===== src/rtl/ls_station_if.sv =====
// Dispatch, CDB snoop, downstream-control and issue signals of the load/store issue station.
// The slave modport is the station's view; master is the surrounding pipeline's view.
interface ls_station_if;
  logic        dispatch;
  logic        d_mem_ren;
  logic        d_mem_wen;
  logic [15:0] d_immed;
  logic [3:0]  d_rob;
  logic [5:0]  d_p_rs;
  logic [5:0]  d_p_rt;
  logic [5:0]  d_p_rd;
  logic        d_rs_rdy;
  logic        d_rt_rdy;
  logic        cdb_valid;
  logic [5:0]  cdb_tag;
  logic        sq_full;
  logic        stall_hazard;
  logic        recover;
  logic [3:0]  rec_rob;
  logic        lss_full;
  logic        issue;
  logic        mem_ren;
  logic        mem_wen;
  logic [15:0] immed;
  logic [3:0]  rob_out;
  logic [5:0]  p_rs_out;
  logic [5:0]  p_rt_out;
  logic [5:0]  p_rd_out;

  modport master (
    output dispatch, d_mem_ren, d_mem_wen, d_immed, d_rob, d_p_rs, d_p_rt, d_p_rd,
           d_rs_rdy, d_rt_rdy, cdb_valid, cdb_tag, sq_full, stall_hazard, recover, rec_rob,
    input  lss_full, issue, mem_ren, mem_wen, immed, rob_out, p_rs_out, p_rt_out, p_rd_out
  );

  modport slave (
    input  dispatch, d_mem_ren, d_mem_wen, d_immed, d_rob, d_p_rs, d_p_rt, d_p_rd,
           d_rs_rdy, d_rt_rdy, cdb_valid, cdb_tag, sq_full, stall_hazard, recover, rec_rob,
    output lss_full, issue, mem_ren, mem_wen, immed, rob_out, p_rs_out, p_rt_out, p_rd_out
  );
endinterface


===== src/rtl/ls_station.sv =====
// In-order load/store issue station: a circular buffer that snoops the CDB for operand
// readiness and issues only its oldest entry; recovery squashes from the young end.
module ls_station #(
  parameter int DEPTH = 4
) (
  input logic         clk,
  input logic         rst,
  ls_station_if.slave bus
);
  localparam int PW = $clog2(DEPTH);
  localparam logic [PW:0] FULL_COUNT = (PW+1)'(DEPTH);

  logic        valid  [DEPTH];
  logic        ren    [DEPTH];
  logic        wen    [DEPTH];
  logic [15:0] immed  [DEPTH];
  logic [3:0]  rob    [DEPTH];
  logic [5:0]  p_rs   [DEPTH];
  logic [5:0]  p_rt   [DEPTH];
  logic [5:0]  p_rd   [DEPTH];
  logic        rs_rdy [DEPTH];
  logic        rt_rdy [DEPTH];

  logic [PW-1:0] head;
  logic [PW-1:0] tail;
  logic [PW-1:0] last;
  logic [PW:0]   count;
  logic          head_ready;
  logic          do_issue;
  logic          do_enq;
  logic          do_squash;
  logic          d_rs_wake;
  logic          d_rt_wake;

  assign last        = tail - PW'(1);
  assign bus.lss_full = (count == FULL_COUNT);

  // Only registered ready bits count, so a CDB wakeup becomes issuable the next cycle.
  assign head_ready = rs_rdy[head] && (!wen[head] || rt_rdy[head]);
  assign do_issue   = valid[head] && head_ready && !bus.sq_full && !bus.stall_hazard && !bus.recover;
  assign do_enq     = bus.dispatch && !bus.lss_full && !bus.recover && (bus.d_mem_ren || bus.d_mem_wen);
  assign do_squash  = bus.recover && valid[last] && (rob[last] == bus.rec_rob);
  assign d_rs_wake  = bus.cdb_valid && (bus.d_p_rs == bus.cdb_tag);
  assign d_rt_wake  = bus.cdb_valid && (bus.d_p_rt == bus.cdb_tag);
  assign bus.issue  = do_issue;

  always_comb begin
    bus.mem_ren  = 1'b0;
    bus.mem_wen  = 1'b0;
    bus.immed    = '0;
    bus.rob_out  = '0;
    bus.p_rs_out = '0;
    bus.p_rt_out = '0;
    bus.p_rd_out = '0;
    if (valid[head]) begin
      bus.mem_ren  = ren[head];
      bus.mem_wen  = wen[head];
      bus.immed    = immed[head];
      bus.rob_out  = rob[head];
      bus.p_rs_out = p_rs[head];
      bus.p_rt_out = p_rt[head];
      bus.p_rd_out = p_rd[head];
    end
  end

  always_ff @(posedge clk or negedge rst) begin
    if (!rst) begin
      head  <= '0;
      tail  <= '0;
      count <= '0;
      for (int i = 0; i < DEPTH; i++) begin
        valid[i]  <= 1'b0;
        ren[i]    <= 1'b0;
        wen[i]    <= 1'b0;
        immed[i]  <= '0;
        rob[i]    <= '0;
        p_rs[i]   <= '0;
        p_rt[i]   <= '0;
        p_rd[i]   <= '0;
        rs_rdy[i] <= 1'b0;
        rt_rdy[i] <= 1'b0;
      end
    end else begin
      for (int i = 0; i < DEPTH; i++) begin
        if (bus.cdb_valid && (p_rs[i] == bus.cdb_tag)) rs_rdy[i] <= 1'b1;
        if (bus.cdb_valid && (p_rt[i] == bus.cdb_tag)) rt_rdy[i] <= 1'b1;
      end
      if (do_issue) begin
        valid[head] <= 1'b0;
        head        <= head + PW'(1);
      end
      if (do_squash) begin
        valid[last] <= 1'b0;
        tail        <= last;
      end
      // The enqueue slot is free, so these writes override any wakeup aimed at stale contents.
      if (do_enq) begin
        valid[tail]  <= 1'b1;
        ren[tail]    <= bus.d_mem_ren;
        wen[tail]    <= bus.d_mem_wen;
        immed[tail]  <= bus.d_immed;
        rob[tail]    <= bus.d_rob;
        p_rs[tail]   <= bus.d_p_rs;
        p_rt[tail]   <= bus.d_p_rt;
        p_rd[tail]   <= bus.d_p_rd;
        rs_rdy[tail] <= bus.d_rs_rdy || d_rs_wake;
        rt_rdy[tail] <= bus.d_rt_rdy || d_rt_wake;
        tail         <= tail + PW'(1);
      end
      count <= count + (PW+1)'(do_enq) - (PW+1)'(do_issue) - (PW+1)'(do_squash);
    end
  end
endmodule

===== src/flat_wrapper.sv =====
// flat-port wrapper written by rule: the top's interface ports become plain ports
module ls_station_flat 
#(
  parameter int DEPTH = 4
)
  (clk, rst, bus_dispatch, bus_d_mem_ren, bus_d_mem_wen, bus_d_immed, bus_d_rob, bus_d_p_rs, bus_d_p_rt, bus_d_p_rd, bus_d_rs_rdy, bus_d_rt_rdy, bus_cdb_valid, bus_cdb_tag, bus_sq_full, bus_stall_hazard, bus_recover, bus_rec_rob, bus_lss_full, bus_issue, bus_mem_ren, bus_mem_wen, bus_immed, bus_rob_out, bus_p_rs_out, bus_p_rt_out, bus_p_rd_out);
  ls_station_if bus_i ();
  input logic clk;
  input logic rst;
  input wire logic [$bits(bus_i.dispatch)-1:0] bus_dispatch;
  input wire logic [$bits(bus_i.d_mem_ren)-1:0] bus_d_mem_ren;
  input wire logic [$bits(bus_i.d_mem_wen)-1:0] bus_d_mem_wen;
  input wire logic [$bits(bus_i.d_immed)-1:0] bus_d_immed;
  input wire logic [$bits(bus_i.d_rob)-1:0] bus_d_rob;
  input wire logic [$bits(bus_i.d_p_rs)-1:0] bus_d_p_rs;
  input wire logic [$bits(bus_i.d_p_rt)-1:0] bus_d_p_rt;
  input wire logic [$bits(bus_i.d_p_rd)-1:0] bus_d_p_rd;
  input wire logic [$bits(bus_i.d_rs_rdy)-1:0] bus_d_rs_rdy;
  input wire logic [$bits(bus_i.d_rt_rdy)-1:0] bus_d_rt_rdy;
  input wire logic [$bits(bus_i.cdb_valid)-1:0] bus_cdb_valid;
  input wire logic [$bits(bus_i.cdb_tag)-1:0] bus_cdb_tag;
  input wire logic [$bits(bus_i.sq_full)-1:0] bus_sq_full;
  input wire logic [$bits(bus_i.stall_hazard)-1:0] bus_stall_hazard;
  input wire logic [$bits(bus_i.recover)-1:0] bus_recover;
  input wire logic [$bits(bus_i.rec_rob)-1:0] bus_rec_rob;
  output wire logic [$bits(bus_i.lss_full)-1:0] bus_lss_full;
  output wire logic [$bits(bus_i.issue)-1:0] bus_issue;
  output wire logic [$bits(bus_i.mem_ren)-1:0] bus_mem_ren;
  output wire logic [$bits(bus_i.mem_wen)-1:0] bus_mem_wen;
  output wire logic [$bits(bus_i.immed)-1:0] bus_immed;
  output wire logic [$bits(bus_i.rob_out)-1:0] bus_rob_out;
  output wire logic [$bits(bus_i.p_rs_out)-1:0] bus_p_rs_out;
  output wire logic [$bits(bus_i.p_rt_out)-1:0] bus_p_rt_out;
  output wire logic [$bits(bus_i.p_rd_out)-1:0] bus_p_rd_out;
  assign bus_i.dispatch = bus_dispatch;
  assign bus_i.d_mem_ren = bus_d_mem_ren;
  assign bus_i.d_mem_wen = bus_d_mem_wen;
  assign bus_i.d_immed = bus_d_immed;
  assign bus_i.d_rob = bus_d_rob;
  assign bus_i.d_p_rs = bus_d_p_rs;
  assign bus_i.d_p_rt = bus_d_p_rt;
  assign bus_i.d_p_rd = bus_d_p_rd;
  assign bus_i.d_rs_rdy = bus_d_rs_rdy;
  assign bus_i.d_rt_rdy = bus_d_rt_rdy;
  assign bus_i.cdb_valid = bus_cdb_valid;
  assign bus_i.cdb_tag = bus_cdb_tag;
  assign bus_i.sq_full = bus_sq_full;
  assign bus_i.stall_hazard = bus_stall_hazard;
  assign bus_i.recover = bus_recover;
  assign bus_i.rec_rob = bus_rec_rob;
  assign bus_lss_full = bus_i.lss_full;
  assign bus_issue = bus_i.issue;
  assign bus_mem_ren = bus_i.mem_ren;
  assign bus_mem_wen = bus_i.mem_wen;
  assign bus_immed = bus_i.immed;
  assign bus_rob_out = bus_i.rob_out;
  assign bus_p_rs_out = bus_i.p_rs_out;
  assign bus_p_rt_out = bus_i.p_rt_out;
  assign bus_p_rd_out = bus_i.p_rd_out;
  ls_station #(.DEPTH(DEPTH)) u_core (.clk(clk), .rst(rst), .bus(bus_i));
endmodule

===== config.mk =====
export PLATFORM = sky130hd
export DESIGN_NAME = ls_station_flat
export DESIGN_NICKNAME = d
export VERILOG_FILES = /design/src/rtl/ls_station_if.sv /design/src/rtl/ls_station.sv /design/src/flat_wrapper.sv
export SDC_FILE = /design/constraint.sdc
export NUM_CORES = 1
export LEC_CHECK = 0
export BUFFER_PORTS_ARGS = -buffer_cell sky130_fd_sc_hd__buf_2
export CAP_MARGIN = 10
export CORE_UTILIZATION = 35
export DETAILED_ROUTE_END_ITERATION = 10
export GPL_ROUTABILITY_DRIVEN = 0
export HOLD_SLACK_MARGIN = 0.1
export SYNTH_ARGS = -nofsm -noshare
export SYNTH_HDL_FRONTEND = slang
export SYNTH_SLANG_ARGS = --single-unit

===== constraint.sdc =====
create_clock -name clk -period 3.2 [get_ports clk]
set_clock_uncertainty 0.05 [all_clocks]
set_input_delay 0.16 -clock clk [delete_from_list [all_inputs] [get_ports clk]]
set_output_delay 0.16 -clock clk [all_outputs]
set_load 0.05 [all_outputs]

==> results of run 1 <==
final timing paths:
| kind | from | to | slack (ns) | cells after the start |
|---|---|---|---|---|
| min reg2reg | u_core.count[2] | u_core.count[2] | 0.42 | 1 |
| max reg2reg | u_core.tail[1] | u_core.count[2] | 0.31 | 12 |
| max in group asynchronous | rst | u_core.head[1] | 1.89 | 3 |
| max | u_core.tail[1] | u_core.count[2] | 0.31 | 12 |
| min | bus_recover | u_core.tail[0] | 0.15 | 4 |
| min in group asynchronous | rst | u_core.rob[4] | 0.38 | 2 |
sequential cells by signal (all words and copies together), names as in the netlist:
name and flops:
u_core.immed 64, u_core.wen 4, u_core.count 3, u_core.rs_rdy 4, u_core.p_rt 24, u_core.p_rd 24
u_core.rt_rdy 4, u_core.tail 2, u_core.ren 4, u_core.rob 16, u_core.p_rs 24, u_core.head 2
u_core.valid 4
synth_stat cells:
| library cell | instances |
|---|---|
| o21ai_0 | 3 |
| a21oi_1 | 8 |
| nand2_1 | 462 |
| nor4b_2 | 1 |
| o2111ai_1 | 2 |
| dfrtp_1 | 179 |
| xnor2_1 | 33 |
| inv_1 | 14 |
| nor2b_1 | 40 |
| and2_1 | 12 |
| buf_6 | 1 |
| fa_1 | 1 |
| mux2i_1 | 6 |
| a21oi_2 | 1 |
| buf_2 | 35 |
| nand2b_1 | 2 |
| o311ai_1 | 1 |
| xor2_1 | 36 |
| nor3b_2 | 1 |
| a2111o_1 | 1 |
| nand4_1 | 12 |
| nor3_1 | 10 |
| nand2_2 | 2 |
| nand3_1 | 4 |
| clkbuf_1 | 22 |
| nand3_2 | 1 |
| mux4_2 | 43 |
| o211a_1 | 1 |
| nor2_1 | 3 |
| nor4_1 | 10 |
| buf_4 | 1 |
| a222oi_1 | 4 |
| buf_1 | 2 |
| o211ai_1 | 1 |
| nand4b_1 | 1 |
| ha_1 | 12 |
| xnor2_2 | 1 |
| mux2_2 | 7 |
repair_timing:
item,CTS,global route
hold buffers,43,0
endpoints found under the setup margin,0,1
gates resized for setup,0,2
endpoints found under the hold margin,264,0
placed cells by master (no fill, tap or decap), drive strengths merged, types with 17 or more instances in the layout:
| cell type | n |
|---|---|
| nor2b | 40 |
| buf | 125 |
| nand2 | 464 |
| clkbuf | 17 |
| xnor2 | 34 |
| dlygate4sd3 | 43 |
| xor2 | 36 |
| mux4 | 43 |
| dfrtp | 179 |
| inv | 21 |
worst max-delay path, stage by stage, from the launching register on:
cell	delay (ns)
dfrtp_1	0.37
inv_1	0.11
ha_4	0.38
mux2i_1	0.25
xor2_1	0.18
nand4_1	0.20
a21oi_2	0.23
fa_1	0.43
inv_1	0.07
ha_1	0.14
ha_1	0.15
xnor2_1	0.13
xnor2_1	0.13
through the flow:
step | power (W) | utilization, % | setup slack [ns] | area, um2 | std cells
2_1_floorplan | 0.00877 | - | 0.130 | 9220 | 976
3_3_place_gp | 0.0102 | 38.9 | 0.152 | 10100 | 1375
3_5_place_dp | 0.0104 | 38.9 | 0.0837 | 10100 | 1375
4_1_cts | 0.0126 | 42.8 | 0.0737 | 11100 | 1450
5_1_grt | 0.0133 | 42.9 | 0.0312 | 11100 | 1450
6_report | 0.0125 | 42.9 | 0.313 | 11100 | 1451
power breakdown:
group / switching, W / internal [W] / leakage [nW] / total [W]
logic: 0.00385 / 0.00236 / 3.04 / 0.00621
clock network: 0.00102 / 0.00112 / 0.295 / 0.00214
registers: 0.000774 / 0.00335 / 2.23 / 0.00412
metal layers:
| layer | vias up | share of wire (%) | global-route usage, % |
|---|---|---|---|
| li1 | 3400 | - | - |
| met2 | 217 | 47 | 31.9 |
| met5 | - | 0 | 0 |
| met4 | 0 | 1.6 | 5.09 |
| met3 | 33 | 4.8 | 3.74 |
| met1 | 3481 | 47 | 28.0 |
kinds of logic after synthesis:
logic type,Yosys count,share of synthesized area (%)
AOI/OAI and AO/OA,22,1.72
xor gates and xnor gates,70,6.73
adders and majority gates,13,1.85
buffers and inverters,75,3.65
DFF,179,48.6
muxes,56,12.0
and+or+nand+nor,561,25.5
area by class of cell:
| class | instances | area [um2] |
|---|---|---|
| antenna | 1 | 2.50 |
| clock buffer | 17 | 425 |
| clock inverter | 15 | 170 |
| fill | 2557 | 14800 |
| inverter | 14 | 52.6 |
| multi-input combinational | 722 | 4420 |
| sequential | 179 | 4480 |
| tap | 335 | 419 |
| timing repair buffer | 168 | 1160 |
==> metrics.yaml, run 1 <==
status: "complete, no violations"
portBuffers: 100
syn_avg_cell_area_um2: 9.45
max_cap_violations: 0
grt_pass1_wl_mm: 40.7
syn_to_final_growth_pct: 20.8
clk_latency_ns: 0.44
cts_setup_buffers: 0
antenna_found_initial: 0
yosys_warnings: 0
period_needed_ns: 2.89
rsz0062_at_grt: "false"
dpl.hpwl_mm: 16.4
drc: 0
viasPerCell: 4.91
wl_mm: 25.1
tightest_slew_ns: 0.977
ant_nets: 0
layout-drive-gt1-share_pct: 19.8
numClockSinks: 179
worstSetupStartpointType: "register"
core_region_area_um2: 26000
initial_utilization_pct: 35.5
final-hold-violation-count: 0
first_iter_violations: 602
syn_area_um2: 9220
critPathKind: "reg2reg"
fin_tns_setup_ns: 0
grt_max_degree: 99
arrival_ns: 3.20
rows: 59
synth_cell_types: 38
synth_top_area_share_pct: 48.6
critical_path.max_fanout: 10
dr.pass1.iters: 5
floorplan.io_pins: 101
clockRootBuffer: "clkbuf_16"
ys_seq_area_share_pct: 48.6
numCtsBuffers: 17
power.density_nw_per_um2: 1120
crit_path_end_kind: "register"
final_max_slew_viol_count: 0
leakage_nw: 5.57
track_usage_pct: 20.0
ir_worst_vdd_uv: 621
die_area_um2: 27000
tritoncts: "built"
cp_data_required_time_ns: 3.51
first_global_vias: 7236
cts.path.max_buffers: 2
setup_viol_count_final: 0
post_drt_wl_per_cell_um: 17.3
ys_seq_elements: 179
vias: 7131
timing.slew.headroom_pct: 34.9
die_h_um: 164
netlist_top_cells_area: "dfrtp_1 (49%), nand2_1 (19%), mux4_2 (11%)"
fin_nets: 1174
htreeDepth: 4
max_freq_ghz: 0.346
holdWs_ns: 0.146
syn_nets: 1048
gr-total-overflow: 0
post-route-period-util_pct: 90.2
synth_top_area_cell: "dfrtp_1"
path_clk_slew_ns: 0.08
die_width_um: 164
netlist_instances: 976
hold_path.class: "in2reg"
No activity file was read; power rests on OpenSTA's default activity.
==> inputs of run 2 (changes only) <==
--- a/config.mk
+++ b/config.mk
@@ -5,6 +5,7 @@
 export SDC_FILE = /design/constraint.sdc
 export NUM_CORES = 1
 export LEC_CHECK = 0
+export ABC_AREA = 1
 export BUFFER_PORTS_ARGS = -buffer_cell sky130_fd_sc_hd__buf_2
 export CAP_MARGIN = 10
 export CORE_UTILIZATION = 35
==> run 2 against run 1 <==
The flow now finishes with violations (design-rule violations). Worst setup slack improved by 0.0049 ns. First-iteration DRC count up 24%. Die area is 2.5% higher. Synthesized cell count is 26% higher. Clock power increased by 3%. Critical path depth up 1. Cell area rose by 0.20%. Total power rose by 1.4%. Via count increased by 18%. Combinational power grew 1%. Fmax grew 0.17%. Area after synthesis is 2.5% higher. Critical path type unchanged.
==> metrics.yaml, run 2 <==
final_max_slew_viol_count: 0  # unchanged
dp_slack_ns: 0.301  # +0.218 ns
synth_ff_type: "dfrtp_1"
timing.slew.headroom_pct: 39.5  # +4.7 points
largest_reg_flops: 64  # unchanged
fin_nets: 1412  # +20%
status: "complete, but fails checks"
post_drt_wl_per_cell_um: 15.7  # -9.1%
htreeDepth: 4  # unchanged
synth_top_area_share_pct: 47.4  # -1.2 points
numClockSinks: 179  # unchanged
track_usage_pct: 19.6  # -0.40 points
num-fill-cells: 2698  # +5.5%
synth_cell_types: 35  # -7.9%
initial_utilization_pct: 36.0  # +0.48 points
grt_max_degree: 94  # -5.1%
async_flop_share_pct: 100  # unchanged
gr-total-overflow: 0  # unchanged
viasPerCell: 5.00  # +1.8%
hold_start: "bus_d_rs_rdy"
worstPathCellList: "inv_1 > ha_1 > inv_1 > nand3_1 > nand2_1 > nand2_1 > nand2_1 > nor4_1 > fa_1 > inv_1 > ha_1 > ha_1 > xnor2_1"
violations: "design-rule violations"
n_antenna_cell: 0  # -1
dr.pass1.iters: 10  # +5
largest_register: "u_core.immed"
clockRootBuffer: "clkbuf_16"
worstHoldEndpoint: "u_core.rs_rdy[3]"
multi_input_area_um2: 4120  # -6.9%
syn_area_um2: 9450  # +2.5%
first_iter_violations: 749  # +24%
slowest_stage: "fa_1"
slowest_delay_ns: 0.48  # +0.05 ns
ff2ff_setup_slack_ns: 0.32  # about the same
fin_tns_setup_ns: 0  # unchanged
syn_to_final_growth_pct: 18.1
r2r-start: "u_core.tail[1]"
first_global_vias: 8009  # +11%
final_common_cell: "nand2_1"
power.density_nw_per_um2: 1130  # +1.2%
syn_avg_cell_area_um2: 7.66  # -19%
ant_nets: 0  # unchanged
tritoncts: "built"
max_freq_ghz: 0.347  # +0.17%
clk_latency_ns: 0.43  # about the same
worstSetupStartpointType: "register"
yosys_warnings: 0  # unchanged
floorplan.io_pins: 101  # unchanged
core_region_area_um2: 26300  # +1.1%
antenna_found_initial: 1  # +1
ys_seq_area_share_pct: 47.4  # -1.2 points
synth_most_common_cell: "nand2_1"
grt_pass1_wl_mm: 43.3  # +6.4%
synth_top_area_cell: "dfrtp_1"
period_needed_ns: 2.88  # -0.00494 ns
wl_mm: 26.5  # +5.8%
register_area_um2: 4480  # unchanged
cp_data_required_time_ns: 3.49  # -0.02 ns
post-route-period-util_pct: 90.1  # -0.15 points
synth_common_cells: "nand2_1 (275), o21ai_0 (219), dfrtp_1 (179)"
arrival_ns: 3.18  # -0.02 ns
reg2reg_depth: 13  # +1
die_h_um: 166  # +1.2%
holdPathStages: 5  # +1
hold_path.class: "in2reg"
final-hold-violation-count: 0  # unchanged
critPathKind: "reg2reg"
die_area_um2: 27700  # +2.5%
vias: 8445  # +18%
max_cap_violations: 0  # unchanged
netlist_top_cells_area: "dfrtp_1 (47%), o21ai_0 (12%), nand2_1 (11%)"
syn_nets: 1306  # +25%
tightest_slew_ns: 0.907  # -0.0700 ns
ys_seq_elements: 179  # unchanged
numCtsBuffers: 17  # unchanged
mostFrequentLayoutCells: "nand2_1 (273), o21ai_0 (219), dfrtp_1 (177), nor2_1 (141)"
rows: 59  # unchanged
layout-drive-gt1-share_pct: 13.3  # -6.5 points
path_clk_slew_ns: 0.07  # about the same
drc: 6  # +6
die_width_um: 166  # +1.2%
portBuffers: 100  # unchanged
r2r_end: "u_core.count[2]"
netlist_instances: 1234  # +26%
synth_edf_count: 0  # unchanged
ir_worst_vdd_uv: 705  # +14%
cts_setup_buffers: 0  # unchanged
path_delay_family: "adder cells"
crit_path_end_kind: "register"
leakage_nw: 5.51  # -1.1%
dpl.hpwl_mm: 17.4  # +5.8%
cts.path.max_buffers: 2  # unchanged
setup_viol_count_final: 0  # unchanged
worst_slack_ns: 0.318  # +0.00494 ns
path_buf_inv: 3  # +1
rsz0062_at_grt: "false"
critical_path.max_fanout: 7  # -3
==> run 2: worst reg2reg max path: stages, from the launching register on <==
cell,delay (ns)
dfrtp_1,0.39
inv_1,0.09
ha_1,0.44
inv_1,0.16
nand3_1,0.13
nand2_1,0.06
nand2_1,0.05
nand2_1,0.07
nor4_1,0.42
fa_1,0.48
inv_1,0.07
ha_1,0.14
ha_1,0.15
xnor2_1,0.12
==> run 2: power breakdown <==
part | switching [W] | internal (W) | leakage [nW]
clock network | 0.000970 | 0.00123 | 0.300
registers | 0.000785 | 0.00336 | 2.23
logic | 0.00443 | 0.00186 | 2.98
==> run 2: how the worst max path moves through the flow <==
stage / slack, ns / from / endpoint / cells past startpoint
floorplan: 0.42 / u_core.tail[0] / u_core.count[1] / 13
global placement: 0.38 / u_core.tail[1] / u_core.count[1] / 12
detailed placement: 0.30 / u_core.tail[1] / u_core.count[2] / 13
CTS: 0.28 / u_core.tail[1] / u_core.count[2] / 13
global route: 0.04 / u_core.tail[1] / u_core.count[2] / 13
finish: 0.32 / u_core.tail[1] / u_core.count[2] / 13
==> run 2: timing repair <==
action | in CTS | in global routing
hold endpoints to repair | 251 | 0
hold buffers | 42 | 0
resized for setup | 0 | 0
endpoints found under the setup margin | 0 | 0
==> run 2: cell families after synthesis <==
family	synth area share (%)
AO/OA/AOI/OAI	19.5
XOR/XNOR	1.39
buffers and inverters	9.12
flip-flops	47.4
adder cells (fa/ha/maj)	1.80
AND/OR/NAND/NOR	20.8
==> run 2: area by class of cell <==
type | count | share of cell area (%)
clock buffers | 20 | 4.09
clock inverters | 12 | 1.42
inverters | 107 | 3.60
multi-input cells | 870 | 36.9
flip-flops and latches | 179 | 40.2
well taps | 335 | 3.76
repair buffers | 165 | 10.1
==> run 2: metal layers <==
layer	wire length, um	vias up	global-route usage [%]
met5	8	-	0
met4	221	2	3.90
met3	1340	18	3.84
met2	12100	208	31.4
met1	12800	3996	27.6
li1	-	4221	-
==> run 2: through the flow <==
stage | power (W) | instance area (um2) | instances | hold slack [ns] | util, %
after floorplan | 0.00886 | 9450 | 1234 | -0.186 | -
after global placement | 0.0103 | 10100 | 1614 | 0.254 | 38.5
after detailed placement | 0.0104 | 10100 | 1614 | 0.259 | 38.5
after CTS | 0.0127 | 11200 | 1688 | 0.109 | 42.5
after global routing | 0.0136 | 11200 | 1688 | 0.144 | 42.5
final | 0.0126 | 11200 | 1688 | 0.117 | 42.5
==> inputs of run 3 (changes only) <==
--- a/config.mk
+++ b/config.mk
@@ -6,12 +6,14 @@
 export NUM_CORES = 1
 export LEC_CHECK = 0
 export ABC_AREA = 1
-export BUFFER_PORTS_ARGS = -buffer_cell sky130_fd_sc_hd__buf_2
 export CAP_MARGIN = 10
-export CORE_UTILIZATION = 35
+export CORE_ASPECT_RATIO = 0.5
+export CORE_UTILIZATION = 55
 export DETAILED_ROUTE_END_ITERATION = 10
+export DONT_BUFFER_PORTS = 1
 export GPL_ROUTABILITY_DRIVEN = 0
 export HOLD_SLACK_MARGIN = 0.1
+export PLACE_DENSITY = 0.73
 export SYNTH_ARGS = -nofsm -noshare
 export SYNTH_HDL_FRONTEND = slang
 export SYNTH_SLANG_ARGS = --single-unit
==> run 3 against run 2 <==
The run ends with negative hold slack left. Die area is 36% lower. Clock power is 7% lower. Largest cell class unchanged. Critical path type is now reg2out. Combinational power is 3.7% higher. Cell count is 9.2% lower. Flip-flop and latch count stayed put. Total power is 0.93% higher. Global-route usage is 11 points higher. Fmax is 0.30% higher. Hold slack worse by 0.75 ns.
==> metrics.yaml, run 3 (synthesized netlist as in run 2, its figures left out) <==
post-route-period-util_pct: 89.8  # -0.27 points
leakage_nw: 5.30  # -3.8%
ant_nets: 0  # unchanged
max_cap_violations: 0  # unchanged
viasPerCell: 5.69  # +14%
met3WireLength_mm: 2.38  # +77%
antenna_found_initial: 0  # -1
fin_tns_setup_ns: 0  # unchanged
setup_viol_count_final: 0  # unchanged
floorplan.io_pins: 101  # unchanged
arrival_ns: 2.66  # -0.52 ns
grt_pass1_wl_mm: 42.1  # -2.7%
tritoncts: "built"
tightest_slew_ns: 0.836  # -0.0705 ns
first_iter_violations: 974  # +30%
worstSetupStartpointType: "register"
num-fill-cells: 1425  # -47%
portBuffers: 0  # -100%
vias: 8711  # +3.1%
first_global_vias: 8221  # +2.6%
gr-total-overflow: 0  # unchanged
track_usage_pct: 30.3  # +11 points
max_freq_ghz: 0.348  # +0.30%
wl_mm: 25.6  # -3.3%
numCtsBuffers: 17  # unchanged
worst_slack_ns: 0.327  # +0.00851 ns
drc: 0  # -6
power_w: 0.0128  # +0.93%
mostFrequentLayoutCells: "nand2_1 (273), o21ai_0 (219), dfrtp_1 (177), nor2_1 (141), inv_1 (98)"
crit_path_end_kind: "output pin"
layout-drive-gt1-share_pct: 9.27  # -4.0 points
period_needed_ns: 2.87  # -0.00851 ns
largest_register: "u_core.immed"
n_antenna_cell: 0  # unchanged
ir_worst_vdd_uv: 887  # +26%
dp_slack_ns: 0.330  # +0.0283 ns
final-hold-violation-count: 179  # +179
final_max_slew_viol_count: 0  # unchanged
rsz0062_at_grt: "false"
cts_setup_buffers: 0  # unchanged
hold_buffers: 57  # +36%
initial_utilization_pct: 57.0  # +21 points
violations: "negative hold slack"
utilization_pct: 65.6  # +23 points
highest_layer: "met4"
timing.slew.headroom_pct: 44.0  # +4.5 points
clockRootBuffer: "clkbuf_16"
met1_length_mm: 11.4  # -11%
critical_path.max_fanout: 50  # +43
cts.path.max_buffers: 2  # unchanged
clk_latency_ns: 0.44  # about the same
routed-wl-met2_mm: 11.4  # -6.0%
final_common_cell: "nand2_1"
critPathKind: "reg2out"
die_area_um2: 17700  # -36%
syn_to_final_growth_pct: 15.2
path_clk_slew_ns: 0.07  # about the same
dr.pass1.iters: 6  # -4
htreeDepth: 4  # unchanged
grt_max_degree: 180  # +91%
die_width_um: 187  # +13%
status: "complete, but fails checks"
die_h_um: 94.7  # -43%
cp_data_required_time_ns: 2.99  # -0.50 ns
dpl.hpwl_mm: 16.1  # -7.4%
hold_path.class: "in2async"
fin_nets: 1364  # -3.4%
numClockSinks: 179  # unchanged
core_region_area_um2: 16600  # -37%
largest_reg_flops: 64  # unchanged
power.density_nw_per_um2: 1170  # +3.4%
rows: 33  # -44%
post_drt_wl_per_cell_um: 16.7  # +6.5%
holdWs_ns: -0.632  # -0.748 ns
-- run 3: cell count changes in the layout (fill, tap and decap cells not counted), moves of 2 or more --
cell           before  now
buf_4              21   60
buf_2              99    0
inv_6               6    4
inv_8               2    4
dlygate4sd3_1      42   56
clkinv_2            0    2
bufinv_16           2    0
clkinv_4            0    2
-- run 3: layout make-up --
| cell class | count | area [um2] | area share, % |
|---|---|---|---|
| clock buffer | 19 | 453 | 4.16 |
| clock inverter | 13 | 115 | 1.06 |
| inverter | 107 | 404 | 3.71 |
| multi-input combinational | 870 | 4120 | 37.8 |
| sequential | 179 | 4480 | 41.2 |
| tap | 227 | 284 | 2.61 |
| timing repair buffer | 117 | 1030 | 9.47 |
-- run 3: report_power, final --
part / total (W) / leakage, nW / switching (W) / internal [W]
Clock: 0.00205 / 0.282 / 0.000986 / 0.00107
Sequential: 0.00418 / 2.23 / 0.000816 / 0.00336
Combinational: 0.00653 / 2.79 / 0.00442 / 0.00211
-- run 3: routing by layer --
metal	up-vias	GRT usage, %
met5	-	0
met4	0	10.1
met3	57	7.62
met2	410	47.2
met1	4113	41.8
li1	4131	-
-- run 3: worst paths after layout --
kind / start / end / slack (ns) / depth (start not counted)
setup / recovery: u_core.head[0] / bus_immed[5] / 0.33 / 7
hold / removal: rst / u_core.p_rt[9] / -0.63 / 0
setup reg to reg: u_core.tail[1] / u_core.count[2] / 0.43 / 13
hold reg to reg: u_core.immed[39] / u_core.immed[39] / 0.43 / 2
max in group asynchronous: rst / u_core.immed[63] / 3.41 / 0
min in group clk: bus_rec_rob[3] / u_core.valid[3] / 0.10 / 6
-- run 3: repair_timing --
| item | 4_1_cts | 5_1_grt |
|---|---|---|
| resized for setup | 0 | 3 |
| setup endpoints to repair | 0 | 2 |
| hold endpoints to repair | 354 | 179 |
-- run 3: critical path, stage by stage (launching register included) --
cell     delay [ns]
dfrtp_2        0.38
buf_4          0.47
a21oi_1        0.12
o21ai_1        0.17
nand2_2        0.27
buf_4          0.30
a21oi_1        0.25
buf_4          0.25
-- run 3: metrics by stage --
step | cells | cell area (um2) | hold WS (ns)
floorplan | 1234 | 9450 | -0.186
global placement | 1444 | 9760 | -0.180
detailed placement | 1444 | 9760 | -0.177
CTS | 1533 | 10900 | -0.642
global route | 1532 | 10900 | -0.647
finish | 1532 | 10900 | -0.632
